**src/rtl/enc_pulse_sampler_pkg.sv**
```systemverilog
// Shared constants and state encoding for the encoder pulse sampler.
package enc_pulse_sampler_pkg;

  localparam int SAMPLE_TICKS_DEF = 500000;
  localparam int CNT_W_DEF        = 14;
  localparam int FILT_LEN_DEF     = 4;
  localparam int CNT_MAX          = (1 << CNT_W_DEF) - 1;

  typedef enum logic {
    S_RUN      = 1'b0,
    S_ACK_WAIT = 1'b1
  } state_t;

  function automatic int cnt_max(input int w);
    return (1 << w) - 1;
  endfunction

endpackage

```
**src/rtl/enc_input_cond.sv**
```systemverilog
// Encoder input conditioning: 2-flop synchronizer, optional stability filter
// (ENC_GLITCH_FILTER_EN), and rising-edge detector producing a one-cycle pulse.
module enc_input_cond
  import enc_pulse_sampler_pkg::*;
#(
  parameter int FILT_LEN = FILT_LEN_DEF
) (
  input  logic i_Clk,
  input  logic reset,
  input  logic i_enc_a,
  output logic o_edge
);

  logic sync1_q, sync2_q, prev_q;
  logic level;

  if (FILT_LEN < 1) begin : g_filt_len_check
    $error("enc_input_cond: FILT_LEN must be >= 1");
  end

`ifdef ENC_GLITCH_FILTER_EN
  localparam int FCW = $clog2(FILT_LEN + 1);
  logic           filt_q;
  logic [FCW-1:0] fcnt_q;

  // Level follows the synchronized input only after FILT_LEN disagreeing samples in a row.
  always_ff @(posedge i_Clk or posedge reset) begin
    if (reset) begin
      filt_q <= 1'b0;
      fcnt_q <= '0;
    end else if (sync2_q != filt_q) begin
      if (fcnt_q == FCW'(FILT_LEN - 1)) begin
        filt_q <= sync2_q;
        fcnt_q <= '0;
      end else begin
        fcnt_q <= fcnt_q + 1'b1;
      end
    end else begin
      fcnt_q <= '0;
    end
  end

  assign level = filt_q;
`else
  assign level = sync2_q;
`endif

  always_ff @(posedge i_Clk or posedge reset) begin
    if (reset) begin
      sync1_q <= 1'b0;
      sync2_q <= 1'b0;
      prev_q  <= 1'b0;
    end else begin
      sync1_q <= i_enc_a;
      sync2_q <= sync1_q;
      prev_q  <= level;
    end
  end

  assign o_edge = level & ~prev_q;

endmodule

```
**src/rtl/enc_pulse_sampler.sv**
```systemverilog
// Counts encoder rising edges per fixed window, strobes the result to the PID
// and tracks its reset_nop acknowledge. Glitch filter option: ENC_GLITCH_FILTER_EN.
module enc_pulse_sampler
  import enc_pulse_sampler_pkg::*;
#(
  parameter int SAMPLE_TICKS = SAMPLE_TICKS_DEF,
  parameter int CNT_W        = CNT_W_DEF,
  parameter int FILT_LEN     = FILT_LEN_DEF
) (
  input  logic             i_Clk,
  input  logic             reset,
  input  logic             i_enable,
  input  logic             i_enc_a,
  input  logic             i_reset_nop,
  output logic [CNT_W-1:0] o_number_of_pulses,
  output logic             o_pid_timer,
  output logic             o_overflow,
  output logic             o_ack_err
);

  localparam int             TW        = $clog2(SAMPLE_TICKS);
  localparam logic [TW-1:0]  TICK_LAST = TW'(SAMPLE_TICKS - 1);
  localparam logic [CNT_W-1:0] CNT_SAT = CNT_W'(cnt_max(CNT_W));

  if (SAMPLE_TICKS < 16) begin : g_ticks_check
    $error("enc_pulse_sampler: SAMPLE_TICKS must be >= 16");
  end

  logic             edge_w;
  logic [TW-1:0]    tick_q;
  logic [CNT_W-1:0] live_q, live_d;
  logic             live_ovf_q, live_ovf_d;
  logic [CNT_W-1:0] num_q;
  logic             ovf_q, strobe_q, err_q;
  state_t           state_q;
  logic             term, at_max;

  enc_input_cond #(.FILT_LEN(FILT_LEN)) u_cond (
    .i_Clk  (i_Clk),
    .reset  (reset),
    .i_enc_a(i_enc_a),
    .o_edge (edge_w)
  );

  assign term       = (tick_q == TICK_LAST) & i_enable;
  assign at_max     = (live_q == CNT_SAT);
  assign live_d     = (edge_w & ~at_max) ? live_q + 1'b1 : live_q;
  assign live_ovf_d = live_ovf_q | (edge_w & at_max);

  always_ff @(posedge i_Clk or posedge reset) begin
    if (reset) begin
      tick_q     <= '0;
      live_q     <= '0;
      live_ovf_q <= 1'b0;
      num_q      <= '0;
      ovf_q      <= 1'b0;
      strobe_q   <= 1'b0;
      err_q      <= 1'b0;
      state_q    <= S_RUN;
    end else if (!i_enable) begin
      tick_q     <= '0;
      live_q     <= '0;
      live_ovf_q <= 1'b0;
      strobe_q   <= 1'b0;
      state_q    <= S_RUN;
    end else begin
      strobe_q <= term;
      if (term) begin
        tick_q     <= '0;
        num_q      <= live_d;
        ovf_q      <= live_ovf_d;
        live_q     <= '0;
        live_ovf_q <= 1'b0;
      end else begin
        tick_q     <= tick_q + 1'b1;
        live_q     <= live_d;
        live_ovf_q <= live_ovf_d;
      end
      // An ack landing on a term cycle answers the old strobe; the new one is still pending.
      case (state_q)
        S_RUN: begin
          if (term) state_q <= S_ACK_WAIT;
        end
        S_ACK_WAIT: begin
          if (term && !i_reset_nop) err_q <= 1'b1;
          else if (!term && i_reset_nop) state_q <= S_RUN;
        end
        default: state_q <= S_RUN;
      endcase
    end
  end

  assign o_number_of_pulses = num_q;
  assign o_overflow         = ovf_q;
  assign o_pid_timer        = strobe_q;
  assign o_ack_err          = err_q;

endmodule

```
**config.mk**
```make
export PLATFORM = sky130hd
export DESIGN_NAME = enc_pulse_sampler
export DESIGN_NICKNAME = d
export VERILOG_FILES = /design/src/rtl/enc_pulse_sampler_pkg.sv /design/src/rtl/enc_input_cond.sv /design/src/rtl/enc_pulse_sampler.sv
export SDC_FILE = /design/constraint.sdc
export NUM_CORES = 1
export LEC_CHECK = 0
export CELL_PAD_IN_SITES_DETAIL_PLACEMENT = 2
export CELL_PAD_IN_SITES_GLOBAL_PLACEMENT = 2
export CORE_AREA = 3 3 86 88
export CTS_CLUSTER_SIZE = 12
export DETAILED_ROUTE_END_ITERATION = 16
export DIE_AREA = 0 0 89 91
export PLACE_DENSITY_LB_ADDON = 0.1
export RECOVER_POWER = 50
export SLEW_MARGIN = 20
export SYNTH_ARGS = -nofsm -noshare
export SYNTH_HDL_FRONTEND = slang
export SYNTH_SLANG_ARGS = --single-unit
```
**constraint.sdc**
```tcl
create_clock -name i_Clk -period 5.64 [get_ports i_Clk]
set_input_delay 1.128 -clock i_Clk [delete_from_list [all_inputs] [get_ports i_Clk]]
set_output_delay 1.128 -clock i_Clk [all_outputs]
set_load 0.01 [all_outputs]
```
==> metrics, run 1 <==
clock period minus worst slack=2.95 ns; Hold Startpoint=u_cond.sync1_q$_DFF_PP0_; first-pass GRT wire length=11.3 mm; Seq/Total Area, Yosys=52.0%; power per cell area=231 nW/um^2; antenna viol nets, final=0; final worst slack=2.69 ns; Initial Utilization=39.4%; critical path peak fanout=22; Overall Global Routing Usage=18.0%; Longest Clk Path Bufs=2; worst min path class=register to register; Synth area leaders=dfrtp_1, xnor2_1, nor2_1; Post-CTS Setup Bufs=0; CP required=5.81 ns; Max IR drop VDD=99.0 uV; run status=finished, final reports clean; Critical Path Start=tick_q[5]$_DFF_PP0_; RSZ-0062 raised after global routing=false; vias=2104; met3 wire len=211 um; main flop type after synthesis=dfrtp_1; wl on met1=3.32 mm; cts-stage hold buffer count=0; final hold vios=0; I/O Pins=22; met2 WL=3.11 mm; H-tree depth=2; CORE AREA=6720 sq um; HPWL after DPL=4.70 mm; Crit-path slowest cell=o31ai_4; Worst-Margin Slew=between 0.9 and 1 ns; leading area contributor after synthesis=dfrtp_1; fillers=734; max reg flops=19; Pleak=1.22 nW; Resize count post-CTS=0; clock slew at reported path FFs=around 0.10 ns; CP endpoint kind=register; Syn Area/Cell=10.2 sq um; vias per std cell=5.86; synth cell count leaders=dfrtp_1, nor2_1, o21ai_0; final WL=6.72 mm; Rows=30; Initial DRC Count=between 100 and 150; Crit Reg-Reg Startpoint=tick_q[5]$_DFF_PP0_; CTS buffer count=5; Final Slew Violations=0; # diodes=0; Syn Std Cell Area=2650 sq um; crit-path cells=nor3_1 > nand4_1 > o31ai_4 > buf_4 > nor3_1; DRC Markers=0; Async SR Flop Fraction=100%; total gr overflow=0; drt first pass iters=4; initial antenna violation count=0; crit path DAT=3.12 ns; Yosys cell types=between 40 and 50; largest net degree at the start of global routing=56; vias in the first global route=2173; nets=about 290; Final Skew=0.0111 ns; relative slew slack=34.1%; Yosys warnings=0; root buffer cell=clkbuf_8; Placer Congestion=0.730; die width=just under 90 um; crit path launch type=register; fmax=0.339 GHz; max-cap viol count=0; Synth top area share=52.0%; pre-CTS WS=2.62 ns; post-route clock period utilization=a little over half; cell repeated most along the worst path=nor3_1; Setup Crit Path Kind=register to register; Crit path largest cell delay=approximately 1.1 ns; uppermost layer routed=met4; TritonCTS clock tree=built; CTS sink count=55; register bank with the most flops=tick_q; Die Height=91 um; syn_nets=around 270; Seq cells post-synth=55; most frequent cell after synthesis=dfrtp_1; Routed WL per cell=between 15 and 20 um; share of cells above drive strength 1=8.60%; Fin Setup TNS=0 ns; I/O Buffers=21; Worst-Skew Late Latency=around 0.31 ns; Setup Viol. Count Final=0; area grow syn2layout=15.2%; Syn Inst Count=260; number of synthesized flops with an enable pin=0; Die Area=8100 sq um
## final timing paths
kind	endpoint	cells past startpoint	slack, ns
min in group asynchronous	tick_q[18]$_DFF_PP0_	3	1.45
worst min-delay path	u_cond.level$_DFF_PP0_	0	0.36
worst max register to register	live_q[7]$_DFF_PP0_	5	2.69
max in group asynchronous	tick_q[2]$_DFF_PP0_	3	3.72
worst min register to register	u_cond.level$_DFF_PP0_	0	0.36
worst max-delay path	live_q[7]$_DFF_PP0_	5	2.69
## kinds of logic after synthesis
logic type                 count (synthesis)  share of synthesized area [%]
muxes                                      7                           2.84
xor gates and xnor gates                  14                           4.63
buffers and inverters                     18                           2.74
adders and majority gates                  2                          0.945
DFF                                       55                           52.0
AOI/OAI and AO/OA                         55                           13.8
and+or+nand+nor                          109                           23.1
## final cells by class
| type | count | area [sq um] | area share (%) |
|---|---|---|---|
| Tap cell | 80 | 100 | 3.28 |
| Multi-Input combinational cell | 187 | 1210 | 39.6 |
| Sequential cell | 55 | 1380 | 45.1 |
| Clock inverter | 2 | 35.0 | 1.15 |
| Timing Repair Buffer | 23 | 225 | 7.39 |
| Inverter | 6 | 22.5 | 0.739 |
| Clock buffer | 6 | 82.6 | 2.71 |
## per-stage QoR
step / hold slack, ns / instance area, sq um / std cells / utilization [%] / total power, mW
2_1_floorplan: 0.331 / 2650 / 260 / - / 0.426
3_3_place_gp: 0.335 / 2930 / 351 / 43.6 / 0.436
3_5_place_dp: 0.337 / 2930 / 351 / 43.6 / 0.437
4_1_cts: 0.361 / 3050 / 359 / 45.4 / 0.718
5_1_grt: 0.370 / 3050 / 359 / 45.4 / 0.732
6_report: 0.358 / 3050 / 359 / 45.4 / 0.704
## power by group
group,internal [mW],switching (mW)
registers,0.398,0.00476
logic,0.00774,0.0170
clock network,0.144,0.133
## cells in the final DEF, fill, tap and decap left out, types with 2 or more instances in the layout
master	synthesis	final
a41oi_1	4	4
ha_1	2	2
o21bai_1	2	2
mux2i_1	3	3
nor2b_1	4	4
clkbuf_8	0	6
o21a_1	2	2
and4_1	6	6
nand4b_1	2	2
o31ai_1	10	10
and3_1	4	4
nand2_1	12	12
o21ba_2	2	2
or4_1	2	2
xnor2_1	11	11
a31oi_1	2	2
nand4_1	7	7
inv_1	6	5
or3_1	4	4
nand2b_1	2	2
nor4_1	7	7
a21oi_1	9	9
o21ai_0	18	18
mux2_2	4	4
dlygate4sd3_1	0	6
o31a_1	2	2
nand3_1	15	15
and2_1	3	2
clkdlybuf4s50_1	0	15
dfrtp_1	55	55
nor2_1	25	25
xor2_1	3	3
buf_4	0	2
nor3_1	8	8
## routing by layer
metal | up-vias | global-route usage (%)
li1 | 987 | -
met1 | 1074 | 26.8
met2 | 38 | 27.1
met3 | 5 | 2.72
met4 | 0 | 4.84
met5 | - | 0
## worst max-delay path: cells and delay by family (launching register included)
kind	cells	cell delay, ns
compound gates	1	1.06
buf+inv	1	0.33
flops	1	0.46
simple gates	3	0.96
Note: power is estimated with default switching activity, not from simulation.
==> run 2: changes to the inputs <==
--- a/config.mk
+++ b/config.mk
@@ -7,10 +7,10 @@
 export LEC_CHECK = 0
 export CELL_PAD_IN_SITES_DETAIL_PLACEMENT = 2
 export CELL_PAD_IN_SITES_GLOBAL_PLACEMENT = 2
-export CORE_AREA = 3 3 86 88
+export CORE_AREA = 3 3 93 95
 export CTS_CLUSTER_SIZE = 12
 export DETAILED_ROUTE_END_ITERATION = 16
-export DIE_AREA = 0 0 89 91
+export DIE_AREA = 0 0 96 98
 export PLACE_DENSITY_LB_ADDON = 0.1
 export RECOVER_POWER = 50
 export SLEW_MARGIN = 20
==> constraint.sdc (replaced) <==
create_clock -name i_Clk -period 2.5 [get_ports i_Clk]
set_input_delay 0.5 -clock i_Clk [delete_from_list [all_inputs] [get_ports i_Clk]]
set_output_delay 0.5 -clock i_Clk [all_outputs]
set_load 0.01 [all_outputs]
==> run 2 against run 1 <==
Net effect:
- via count is 2.8% higher
- total power grew 110%
- largest power group unchanged
- highest routed layer unchanged
- sequential share of layout area is 0.82 points lower
- clock-buffer cell count is the same
- critical path depth is the same
- utilization down 5.6 points
- largest cell class unchanged
- die area up 16%
- global-route usage down 1.7 points
- routed wire length grew 3.6%
- non-clock buffer count increased by 8
- worst setup slack worse by 2.3 ns
- clock power rose by 86%
==> metrics, run 2 (synthesis results as in run 1) <==
Pwr Total=1.49 mW; Resize count post-CTS=0; largest net degree at the start of global routing=24; Initial DRC Count=88; total gr overflow=0; commonest non-fill, non-tap cells in the layout=dfrtp_1, nor2_1, o21ai_0; Worst-Margin Slew=0.951 ns; power per cell area=478 nW/um^2; I/O Pins=22; CTS sink count=55; vias per std cell=~5.6; H-tree depth=2; Worst R2R Setup Slack=0.40 ns; Post-CTS Setup Bufs=0; antenna viol nets, final=0; Setup Viol. Count Final=0; CP endpoint kind=register; Placer Congestion=0.752; final WL=6.95 mm; crit-path cells=ha_1 > and4_1 > a41oi_1 > mux2_2 > mux2_2; Crit path largest cell delay=roughly 0.45 ns; cts-stage hold buffer count=0; Longest Clk Path Bufs=2; vias=between 2000 and 2500; CORE AREA=7810 sq um; Crit Reg-Reg Startpoint=live_q[0]$_DFF_PP0_; Setup Crit Path Kind=register to register; Pleak=1.23 nW; Finished Cell Area=3110 sq um; pre-CTS WS=0.400 ns; Final Slew Violations=0; Critical R2R Capture=o_number_of_pulses[1]$_DFFE_PP0P_; max-cap viol count=0; Die Height=98 um; clock period minus worst slack=2.10 ns; max reg flops=19; Worst R2R Path Depth=5; Rows=32; cell repeated most along the worst path=mux2_2; nets=293; fillers=about 860; footprint of the multi-input gates=1210 sq um; most common cell after layout, fill and taps aside=dfrtp_1; Worst Hold Slack=0.365 ns; HPWL after DPL=5.08 mm; share of cells above drive strength 1=approximately a tenth; final hold vios=0; RSZ-0062 raised after global routing=false; I/O Buffers=21; post-route clock period utilization=a little over four fifths; worst min path class=register to register; initial antenna violation count=0; first-pass GRT wire length=11.9 mm; Crit-path slowest cell=dfrtp_1; CTS buffer count=5; root buffer cell=clkbuf_8; die width=96 um; register area=1380 sq um; Die Area=9410 sq um; Fin Setup TNS=0 ns; hold path cells=0; # diodes=0; Final Skew=around 0.0096 ns; vias in the first global route=2301; crit path DAT=2.32 ns; Hold Startpoint=u_cond.sync1_q$_DFF_PP0_; Routed WL per cell=17.9 um; drt first pass iters=4; clock slew at reported path FFs=0.11 ns; DRC Markers=0; Max IR drop VDD=192 uV; fmax=0.477 GHz; TritonCTS clock tree=built; crit path launch type=register; critical path peak fanout=9; area grow syn2layout=17.3%; Worst-Skew Late Latency=between 0.3 and 0.4 ns; CP required=2.72 ns; hold endpoint=u_cond.level$_DFF_PP0_; register bank with the most flops=tick_q; relative slew slack=36.5%; run status=finished, final reports clean; final worst slack=0.405 ns; Initial Utilization=about a third; Overall Global Routing Usage=16.3%; placed cell areas=3030 sq um
-- run 2: cell types whose count changed in the layout (fill, tap and decap cells not counted), sizes merged --
cell	delta
buf	+5
bufinv	-1
clkbuf	+3
clkdlybuf4s50	+2
clkinv	-1
clkinvlp	+1
dlygate4sd3	-2
inv	+1
-- run 2: critical path, delay by kind of cell, from the launching register on --
kind	cells	cell delay, ns
flip-flops	1	0.45
AND/OR/NAND/NOR	1	0.26
adder cells (fa/ha/maj)	1	0.33
AO/OA/AOI/OAI	1	0.31
multiplexers	2	0.63
-- run 2: worst max path at each step --
stage,start,endpoint,slack [ns],depth (start not counted)
after floorplan,live_q[0]$_DFF_PP0_,o_number_of_pulses[1]$_DFFE_PP0P_,0.50,6
after global placement,live_q[0]$_DFF_PP0_,o_number_of_pulses[1]$_DFFE_PP0P_,0.46,5
after detailed placement,live_q[0]$_DFF_PP0_,o_number_of_pulses[1]$_DFFE_PP0P_,0.40,5
after CTS,live_q[0]$_DFF_PP0_,o_number_of_pulses[1]$_DFFE_PP0P_,0.39,5
after global routing,live_q[0]$_DFF_PP0_,o_number_of_pulses[7]$_DFFE_PP0P_,0.23,5
final,live_q[0]$_DFF_PP0_,o_number_of_pulses[1]$_DFFE_PP0P_,0.40,5
-- run 2: per-layer routing --
layer,GRT usage [%],vias up,part of all wire [%]
li1,-,1008,-
met1,25.1,1123,52
met2,23.4,26,45
met3,3.24,6,2.0
met4,3.94,0,1.2
met5,0,-,0
-- run 2: metrics by stage --
step | cells | util, %
final | 389 | 39.8
after global routing | 389 | 39.8
after CTS | 389 | 39.9
after detailed placement | 381 | 38.8
after global placement | 381 | 38.8
after floorplan | 260 | -
-- run 2: area by class of cell --
type / count / share of cell area [%]
clock inverter: 2 / 0.403
tap: 102 / 4.11
timing repair buffer: 31 / 9.23
sequential: 55 / 44.3
multi-input combinational: 187 / 38.9
inverter: 6 / 0.725
clock buffer: 6 / 2.34
-- run 2: power by group --
group | switching, mW | internal [mW] | total [mW]
registers | 0.00980 | 0.897 | 0.907
logic | 0.0412 | 0.0225 | 0.0637
clock network | 0.317 | 0.197 | 0.514
total | 0.368 | 1.12 | 1.49
